===== config.mk =====
export PLATFORM = sky130hd
export DESIGN_NAME = instr_encoder
export DESIGN_NICKNAME = d
export VERILOG_FILES = /design/src/rtl/riscv_pkg.sv /design/src/rtl/imm_pack.sv /design/src/rtl/instr_encoder.sv
export SDC_FILE = /design/constraint.sdc
export NUM_CORES = 1
export LEC_CHECK = 0
export BUFFER_PORTS_ARGS = -buffer_cell sky130_fd_sc_hd__buf_2
export CORE_ASPECT_RATIO = 2
export CORE_MARGIN = 1.5
export CORE_UTILIZATION = 47
export DETAILED_ROUTE_END_ITERATION = 12
export PLACE_DENSITY = 0.79
export SLEW_MARGIN = 20
export SYNTH_ARGS = -nofsm -noshare
export SYNTH_HDL_FRONTEND = slang
export SYNTH_SLANG_ARGS = --single-unit

===== constraint.sdc =====
create_clock -name clk -period 2.3 [get_ports clk]
set_clock_uncertainty 0.15 [all_clocks]
set_input_delay 0.46 -clock clk [delete_from_list [all_inputs] [get_ports clk]]
set_output_delay 0.46 -clock clk [all_outputs]
set_load 0.1 [all_outputs]

===== src/rtl/riscv_pkg.sv =====
// Shared RV32I encoding constants, instruction-format enum and range-check helper
// used by the instruction encoder and its packing sub-module.
package riscv_pkg;

  typedef enum logic [2:0] {
    FMT_R    = 3'd0,
    FMT_I    = 3'd1,
    FMT_S    = 3'd2,
    FMT_B    = 3'd3,
    FMT_U    = 3'd4,
    FMT_J    = 3'd5,
    FMT_BAD6 = 3'd6,
    FMT_BAD7 = 3'd7
  } fmt_e;

  localparam logic [6:0] OP_LUI    = 7'h37;
  localparam logic [6:0] OP_AUIPC  = 7'h17;
  localparam logic [6:0] OP_JAL    = 7'h6F;
  localparam logic [6:0] OP_JALR   = 7'h67;
  localparam logic [6:0] OP_BRANCH = 7'h63;
  localparam logic [6:0] OP_LOAD   = 7'h03;
  localparam logic [6:0] OP_STORE  = 7'h23;
  localparam logic [6:0] OP_IMM    = 7'h13;
  localparam logic [6:0] OP_REG    = 7'h33;

  // addi x0, x0, 0
  localparam logic [31:0] NOP_INSTR = 32'h0000_0013;

  // True when imm[31:msb] are all equal, i.e. imm fits a signed field whose sign bit is msb.
  function automatic logic fits_signed(input logic [31:0] imm, input int unsigned msb);
    logic [31:0] mask;
    mask = 32'hFFFF_FFFF << msb;
    return ((imm & mask) == mask) || ((imm & mask) == 32'h0);
  endfunction

endpackage


===== src/rtl/imm_pack.sv =====
// Combinational RV32I packer: scatters the immediate into the instruction word
// for the given format and flags out-of-range immediates or illegal formats.
module imm_pack
  import riscv_pkg::*;
(
  input  fmt_e        fmt,
  input  logic [6:0]  opcode,
  input  logic [4:0]  rd,
  input  logic [4:0]  rs1,
  input  logic [4:0]  rs2,
  input  logic [2:0]  funct3,
  input  logic [6:0]  funct7,
  input  logic [31:0] imm,
  output logic [31:0] instr,
  output logic        err
);

  logic [31:0] raw;
  logic        bad;

  always_comb begin
    // NOTE: every variable written here gets a default first so no path leaves it unassigned (no latch).
    raw = 32'h0;
    bad = 1'b0;
    case (fmt)
      FMT_R: raw = {funct7, rs2, rs1, funct3, rd, opcode};
      FMT_I: begin
        raw = {imm[11:0], rs1, funct3, rd, opcode};
        bad = !fits_signed(imm, 11);
      end
      FMT_S: begin
        raw = {imm[11:5], rs2, rs1, funct3, imm[4:0], opcode};
        bad = !fits_signed(imm, 11);
      end
      FMT_B: begin
        raw = {imm[12], imm[10:5], rs2, rs1, funct3, imm[4:1], imm[11], opcode};
        bad = !fits_signed(imm, 12) || imm[0];
      end
      FMT_U: begin
        raw = {imm[31:12], rd, opcode};
        bad = |imm[11:0];
      end
      FMT_J: begin
        raw = {imm[20], imm[10:1], imm[11], imm[19:12], rd, opcode};
        bad = !fits_signed(imm, 20) || imm[0];
      end
      default: bad = 1'b1;
    endcase
    // Rejected words become a NOP so the program image stays executable.
    instr = bad ? NOP_INSTR : raw;
    err   = bad;
  end

endmodule


===== src/rtl/instr_encoder.sv =====
// Streaming RV32I encoder: one-entry output register with valid/ready on both sides,
// imem word-address counter and saturating count of emitted error words.
module instr_encoder
  import riscv_pkg::*;
#(
  parameter int ADDR_W    = 10,
  parameter int BASE_ADDR = 0,
  parameter int ERRCNT_W  = 8
) (
  input  logic                clk,
  input  logic                rst,
  input  logic                in_valid,
  output logic                in_ready,
  input  logic [2:0]          in_fmt,
  input  logic [6:0]          in_opcode,
  input  logic [4:0]          in_rd,
  input  logic [4:0]          in_rs1,
  input  logic [4:0]          in_rs2,
  input  logic [2:0]          in_funct3,
  input  logic [6:0]          in_funct7,
  input  logic [31:0]         in_imm,
  output logic                out_valid,
  input  logic                out_ready,
  output logic [31:0]         out_instr,
  output logic [ADDR_W-1:0]   out_addr,
  output logic                out_err,
  output logic [ERRCNT_W-1:0] err_count
);

  typedef enum logic {S_EMPTY, S_FULL} state_e;

  state_e              state_q, state_d;
  logic [31:0]         instr_q, instr_d;
  logic                err_q, err_d;
  logic [ADDR_W-1:0]   addr_q, addr_d;
  logic [ERRCNT_W-1:0] cnt_q, cnt_d;

  logic [31:0] pk_instr;
  logic        pk_err;
  logic        accept;
  logic        out_hs;

  imm_pack u_imm_pack (
    .fmt    (fmt_e'(in_fmt)),
    .opcode (in_opcode),
    .rd     (in_rd),
    .rs1    (in_rs1),
    .rs2    (in_rs2),
    .funct3 (in_funct3),
    .funct7 (in_funct7),
    .imm    (in_imm),
    .instr  (pk_instr),
    .err    (pk_err)
  );

  assign out_valid = (state_q == S_FULL);
  assign in_ready  = !out_valid || out_ready;
  assign accept    = in_valid && in_ready;
  assign out_hs    = out_valid && out_ready;

  always_comb begin
    state_d = state_q;
    instr_d = instr_q;
    err_d   = err_q;
    addr_d  = addr_q;
    cnt_d   = cnt_q;
    if (out_hs) begin
      state_d = S_EMPTY;
      addr_d  = addr_q + ADDR_W'(1);
      if (err_q && (cnt_q != '1)) cnt_d = cnt_q + ERRCNT_W'(1);
    end
    // A new word overrides the drain so a simultaneous handshake keeps the register full.
    if (accept) begin
      state_d = S_FULL;
      instr_d = pk_instr;
      err_d   = pk_err;
    end
  end

  always_ff @(posedge clk) begin
    // NOTE: state registers use non-blocking assignments so every flop samples pre-edge values.
    if (rst) begin
      state_q <= S_EMPTY;
      instr_q <= 32'h0;
      err_q   <= 1'b0;
      addr_q  <= ADDR_W'(BASE_ADDR);
      cnt_q   <= '0;
    end else begin
      state_q <= state_d;
      instr_q <= instr_d;
      err_q   <= err_d;
      addr_q  <= addr_d;
      cnt_q   <= cnt_d;
    end
  end

  assign out_instr = instr_q;
  assign out_err   = err_q;
  assign out_addr  = addr_q;
  assign err_count = cnt_q;

endmodule

# After elaboration in Yosys (flattened, before gate mapping)
# Index checks and enable logic that the tools add are counted.
[op_classes]
add_sub_neg = 2
eq_ne = 9
mux = 5
n_reduce_logical = 21
[ops]
columns = ["cell", "n"]
rows = [
  ["$pmux 32 s6", 1],
  ["$logic_not 32->1", 3],
  ["$mux 32", 1],
  ["$eq 21x21->1 const B", 1],
  ["$eq 20x20->1 const B", 1],
  ["$eq 12x12->1 const B", 1],
  ["$reduce_or 12->1", 1],
  ["$add 10x1->10 const B", 1],
  ["$add 8x1->8 const B", 1],
  ["$ne 8x8->1 const B", 1],
  ["$eq 3x2->1 const B", 2],
  ["$eq 3x3->1 const B", 2],
  ["$logic_or 1x1->1", 6],
  ["$pmux 1 s5", 1],
  ["$logic_not 1->1", 4],
  ["$eq 3x1->1 const B", 1],
  ["$logic_and 1x1->1", 3],
  ["$logic_not 3->1", 1],
  ["$mux 1", 2],
  ["$reduce_and 2->1", 1],
  ["$reduce_bool 2->1", 1],
  ["$reduce_or 2->1", 1],
]
[word_totals]
ff_bits = 52
inputBits = 71
output_inout_bits = 53
wordCells = 42

# Logic depth before layout (Yosys ltp)
[depth]
word_depth = 6
depth_mapped = 7

# Modules after synthesis
# A second synthesis with hierarchy kept.
[hier_totals]
cells_unflattened = 377
area_unflattened_um2 = 2879.0
[modules_own_cells]
columns = ["mod", "n_inst", "cells_each", "area_per_inst_um2"]
rows = [
  ["instr_encoder", 1, 242, 1976.9],
  ["imm_pack", 1, 135, 902.1],
]

# Worst setup path before layout
# Ideal clock, no wire load.
[synth_path]
path_kind = "register to register"
startpoint = "register state_q, in the netlist out_valid"
endpoint = "register instr_q[20], in the netlist out_instr[20]"
t_arrival_ns = 3.059
t_required_ns = 2.085
setup_slack_ns = -0.973
path_stages_with_launch = 8
n_path_buf = 3
synth_period_minus_slack_ns = 3.273
path_cell_list = "dfxtp_1 -> nand2b_1 -> and2_1 -> clkbuf_1 -> nor2_1 -> dlymetal6s2s_1 -> buf_2 -> a32o_1"
[synth_between]
elab_chain_len = 3
[synth_rtl]
columns = ["element", "line_no", "source"]
rows = [
  ["start: declaration", "instr_encoder.sv:32", "state_e state_q, state_d;"],
  ["start signal: assignment", "instr_encoder.sv:89", "state_q <= state_d;"],
  ["$logic_not 1->1", "instr_encoder.sv:57", "assign in_ready = !out_valid || out_ready;"],
  ["$logic_or 1x1->1", "instr_encoder.sv:57", ""],
  ["named net in_ready", "instr_encoder.sv:13", "output logic in_ready,"],
  ["$logic_and 1x1->1", "instr_encoder.sv:58", "assign accept = in_valid && in_ready;"],
  ["end signal: assignment", "instr_encoder.sv:90", "instr_q <= instr_d;"],
  ["end: declaration", "instr_encoder.sv:33", "logic [31:0] instr_q, instr_d;"],
]
# The timed path passes the listed nets, and every way through them passes these cells.
# A chain may end at the register's enable or synchronous reset.

# Worst setup path after layout
[layout_path]
startpoint = "input in_imm[23]"
endpoint = "register instr_q[4], in the netlist out_instr[4]"
[layout_between]
elab_chain_len = 6
word_cells_on_any_way = 16
[layout_rtl]
columns = ["element", "line_no", "source"]
rows = [
  ["start: declaration", "instr_encoder.sv:21", "input logic [31:0] in_imm,"],
  ["$eq 20x20->1 (tied with other cells)", "riscv_pkg.sv:33", "return ((imm & mask) == mask) || ((imm & mask) == 32'h0);"],
  ["$logic_or 1x1->1", "riscv_pkg.sv:33", ""],
  ["$logic_not 1->1, on equally long branches", "imm_pack.sv:37, imm_pack.sv:45", ""],
  ["$logic_or 1x1->1, on equally long branches", "imm_pack.sv:37, imm_pack.sv:45", ""],
  ["$pmux 1 s5 (*)", "imm_pack.sv:25", "case (fmt)"],
  ["$mux 32 (*)", "imm_pack.sv:50", "instr = bad ? NOP_INSTR : raw;"],
]
# Mark *: on every way between the ends. The rest lies on a longest branch, timed or not.

==> results_dict.tcl <==
set metrics [dict create \
    outcome "complete, no violations" \
    slowest_delay_ns 0.36 \
    rsz0062_at_grt "false" \
    cts_tree "yes" \
    areaGrowthSynthToFinish_pct 28.90 \
    yosysSeqAreaShare_pct 37.34 \
    slowest_stage "nor4_2" \
    hold_viol 0 \
    synth_cell_type_count 43 \
    grt_overflow 0 \
    crit_path_end_kind "flop" \
    p_total_uw 2347 \
    dr.pass1.iters 4 \
    die_area_um2 6430 \
    dpl.hpwl_um 6172 \
    fin_crit_sh_pct 88.02 \
    hold_class "input pin to flop" \
    clock_sinks 52 \
    register_area_um2 1049 \
    syn_area_um2 2788 \
    multiInputGateArea_um2 1551 \
    grt_pass1_wl_um 12330 \
    routed_via_density 5.971 \
    insertion_delay_ns 0.28 \
    clk_pin_slew_ns 0.07 \
    path_class "input pin to flop" \
    layout.nets 500 \
    port_buffers 123 \
    ys_ff_latch 52 \
    drc 0 \
    irDropWorstVdd_mv 0.7707 \
    core-area_um2 5709 \
    drive_above_1_share_pct 36.92 \
    htreeDepth 2 \
    grt_pass1_vias 2780 \
    num_antenna_cells 0 \
    cts_hold_buffers 0 \
    cts_buffer_depth 2 \
    max_slew_margin_pct 53.32 \
    worst-path-max-fanout 33 \
    start_util_pct 48.83 \
    finalSetupViolations 0 \
    antenna_found_initial 0 \
    clk_root_buffer_cell "clkbuf_16" \
    slew_viol_final 0 \
    ant_nets 0 \
    wl_um 7835 \
    via_count 2920 \
    wl_per_cell_um 16.02 \
    finalSetupTns_ns 0 \
    ys_warn_count 0 \
    syn_inst 312 \
    gp_congestion 0.9216 \
    fmax_mhz 494.0 \
    worst_slew_pin_slew_ns 0.6971 \
    cts_made_buffers 5 \
    grt_usage_pct 23.97 \
    power_density_nw_per_um2 653.1 \
    finalCriticalPeriod_ns 2.024 \
    required_ns 2.29 \
    row_count 39 \
    cp.arrival_ns 2.02 \
    avgSynthCellArea_um2 8.935 \
    io-pin-count 124 \
    cts_resized 0 \
    worst_setup_path_start_kind "input pin" \
    path_cells "buf_2 > nor4_2 > nand3_1 > o31a_1 > a211oi_4 > buf_12 > a311oi_1" \
    synth_nets 385 \
    cap_violations 0 \
    grt_max_degree 36 \
    dieWidth_um 57.46 \
    die-height_um 111.9 \
    power_leakage_uw 0.001607 \
    postCtsSetupBuffers 0 \
    dr.first_iter.drc_count 121 \
    n_fill_cell 525 \
    postLayoutCoreUtil_pct 62.94 \
]
flip-flops by register name (all words and copies together) (netlist names):
name / flops
out_instr: 32
out_addr: 10
out_err: 1
out_valid: 1
err_count: 8
cell usage in the layout (no fill, tap or decap), types with 3 or more instances in the layout:
cell	n
buf_2	123
nor2_1	49
dfxtp_1	46
a32o_1	29
a22oi_1	23
a21oi_1	14
nand2_1	12
nor2b_1	11
buf_4	9
nand3_1	8
nand4_1	7
xnor2_1	7
xor2_1	7
inv_1	6
nor4_1	6
o22a_1	6
dfxtp_2	6
o21ai_0	5
clkbuf_16	5
nor3_1	4
a22o_1	4
and3_1	4
nor4_2	3
mux2_2	3
and2b_1	3
a311oi_1	3
or3_1	3
worst max-delay path: cells and delay by family:
kind | cells | cell delay (ns)
AO/OA/AOI/OAI | 3 | 0.69
AND/OR/NAND/NOR | 2 | 0.51
buffers and inverters | 2 | 0.34
cells by family (layout without fill, tap and decap cells):
group	count (synthesis)	count (layout)	share of synthesized area, %
simple gates	115	115	20.60
compound gates	91	91	26.53
flops	52	52	37.34
buf+inv	32	148	7.361
xor+xnor	14	14	4.399
mux	6	6	2.873
fa+ha+maj	2	2	0.8975
final cells by class:
type                    instances  share of cell area [%]
clock buffers                   5                   3.482
clock inverters                 3                   1.288
inverters                       6                  0.6267
multi-input cells             228                   43.18
flip-flops and latches         52                   29.18
well taps                      61                   2.124
repair buffers                134                   20.13
metal layers:
| layer | vias up | wire length [um] | GRT usage [%] |
|---|---|---|---|
| met5 | - | 0 | 0 |
| met4 | 0 | 216 | 10.39 |
| met3 | 18 | 341 | 3.136 |
| met2 | 104 | 4396 | 44.32 |
| met1 | 1398 | 2879 | 25.93 |
| li1 | 1400 | - | - |
final timing paths:
path / startpoint / end / slack, ns / cells past startpoint
max: in_imm[23] / out_instr[4] / 0.28 / 7
min: in_valid / out_valid / 0.25 / 3
max reg2reg: err_count[0] / err_count[2] / 0.39 / 6
min reg2reg: out_instr[10] / out_instr[10] / 0.32 / 1
cell usage after synthesis (all sizes together):
| master | number | share of area [%] |
|---|---|---|
| dfxtp | 52 | 37 |
| nor2 | 50 | 6.7 |
| a32o | 29 | 10 |
| a22oi | 23 | 6.2 |
| a21oi | 14 | 2.5 |
| nand2 | 12 | 1.6 |
| buf | 11 | 3.6 |
| clkbuf | 11 | 1.5 |
| nor2b | 11 | 2.5 |
| nor4 | 9 | 2.7 |
| nand3 | 8 | 1.4 |
| nand4 | 7 | 1.6 |
| xnor2 | 7 | 2.2 |
| xor2 | 7 | 2.2 |
| inv | 6 | 0.81 |
| o22a | 6 | 1.9 |
| o21ai | 5 | 0.90 |
| a22o | 4 | 1.3 |
| and3 | 4 | 0.90 |
| nor3 | 4 | 0.72 |
| a211oi | 3 | 1.3 |
| a311oi | 3 | 0.94 |
| and2b | 3 | 0.81 |
| mux2 | 3 | 1.2 |
| or3 | 3 | 0.67 |
| and2 | 2 | 0.45 |
| dlygate4sd3 | 2 | 0.72 |
| ha | 2 | 0.90 |
| mux2i | 2 | 0.72 |
| a211o | 1 | 0.36 |
| a31oi | 1 | 0.22 |
| and4 | 1 | 0.31 |
| dlygate4sd1 | 1 | 0.31 |
| dlymetal6s2s | 1 | 0.45 |
| mux4 | 1 | 0.94 |
| nand2b | 1 | 0.22 |
| o211ai | 1 | 0.27 |
| o31a | 1 | 0.31 |
metrics by stage:
step	std cells	hold WS [ns]	instance area, um^2	setup WS (ns)
2_1_floorplan	312	0.4319	2803	0.004594
3_3_place_gp	481	0.2938	3422	0.04026
3_5_place_dp	481	0.3011	3422	0.001701
4_1_cts	489	0.2477	3593	0.3035
5_1_grt	489	0.2685	3593	0.2226
6_report	489	0.2525	3593	0.2756
report_power, final:
group,leakage [uW],internal (uW),switching (uW),total [uW]
clock network,0.0000804,517,329,846
registers,0.000425,928,18.2,946
logic,0.00110,164,390,555
total,0.00161,1610,737,2350
Power figures use the tool's default switching activity.
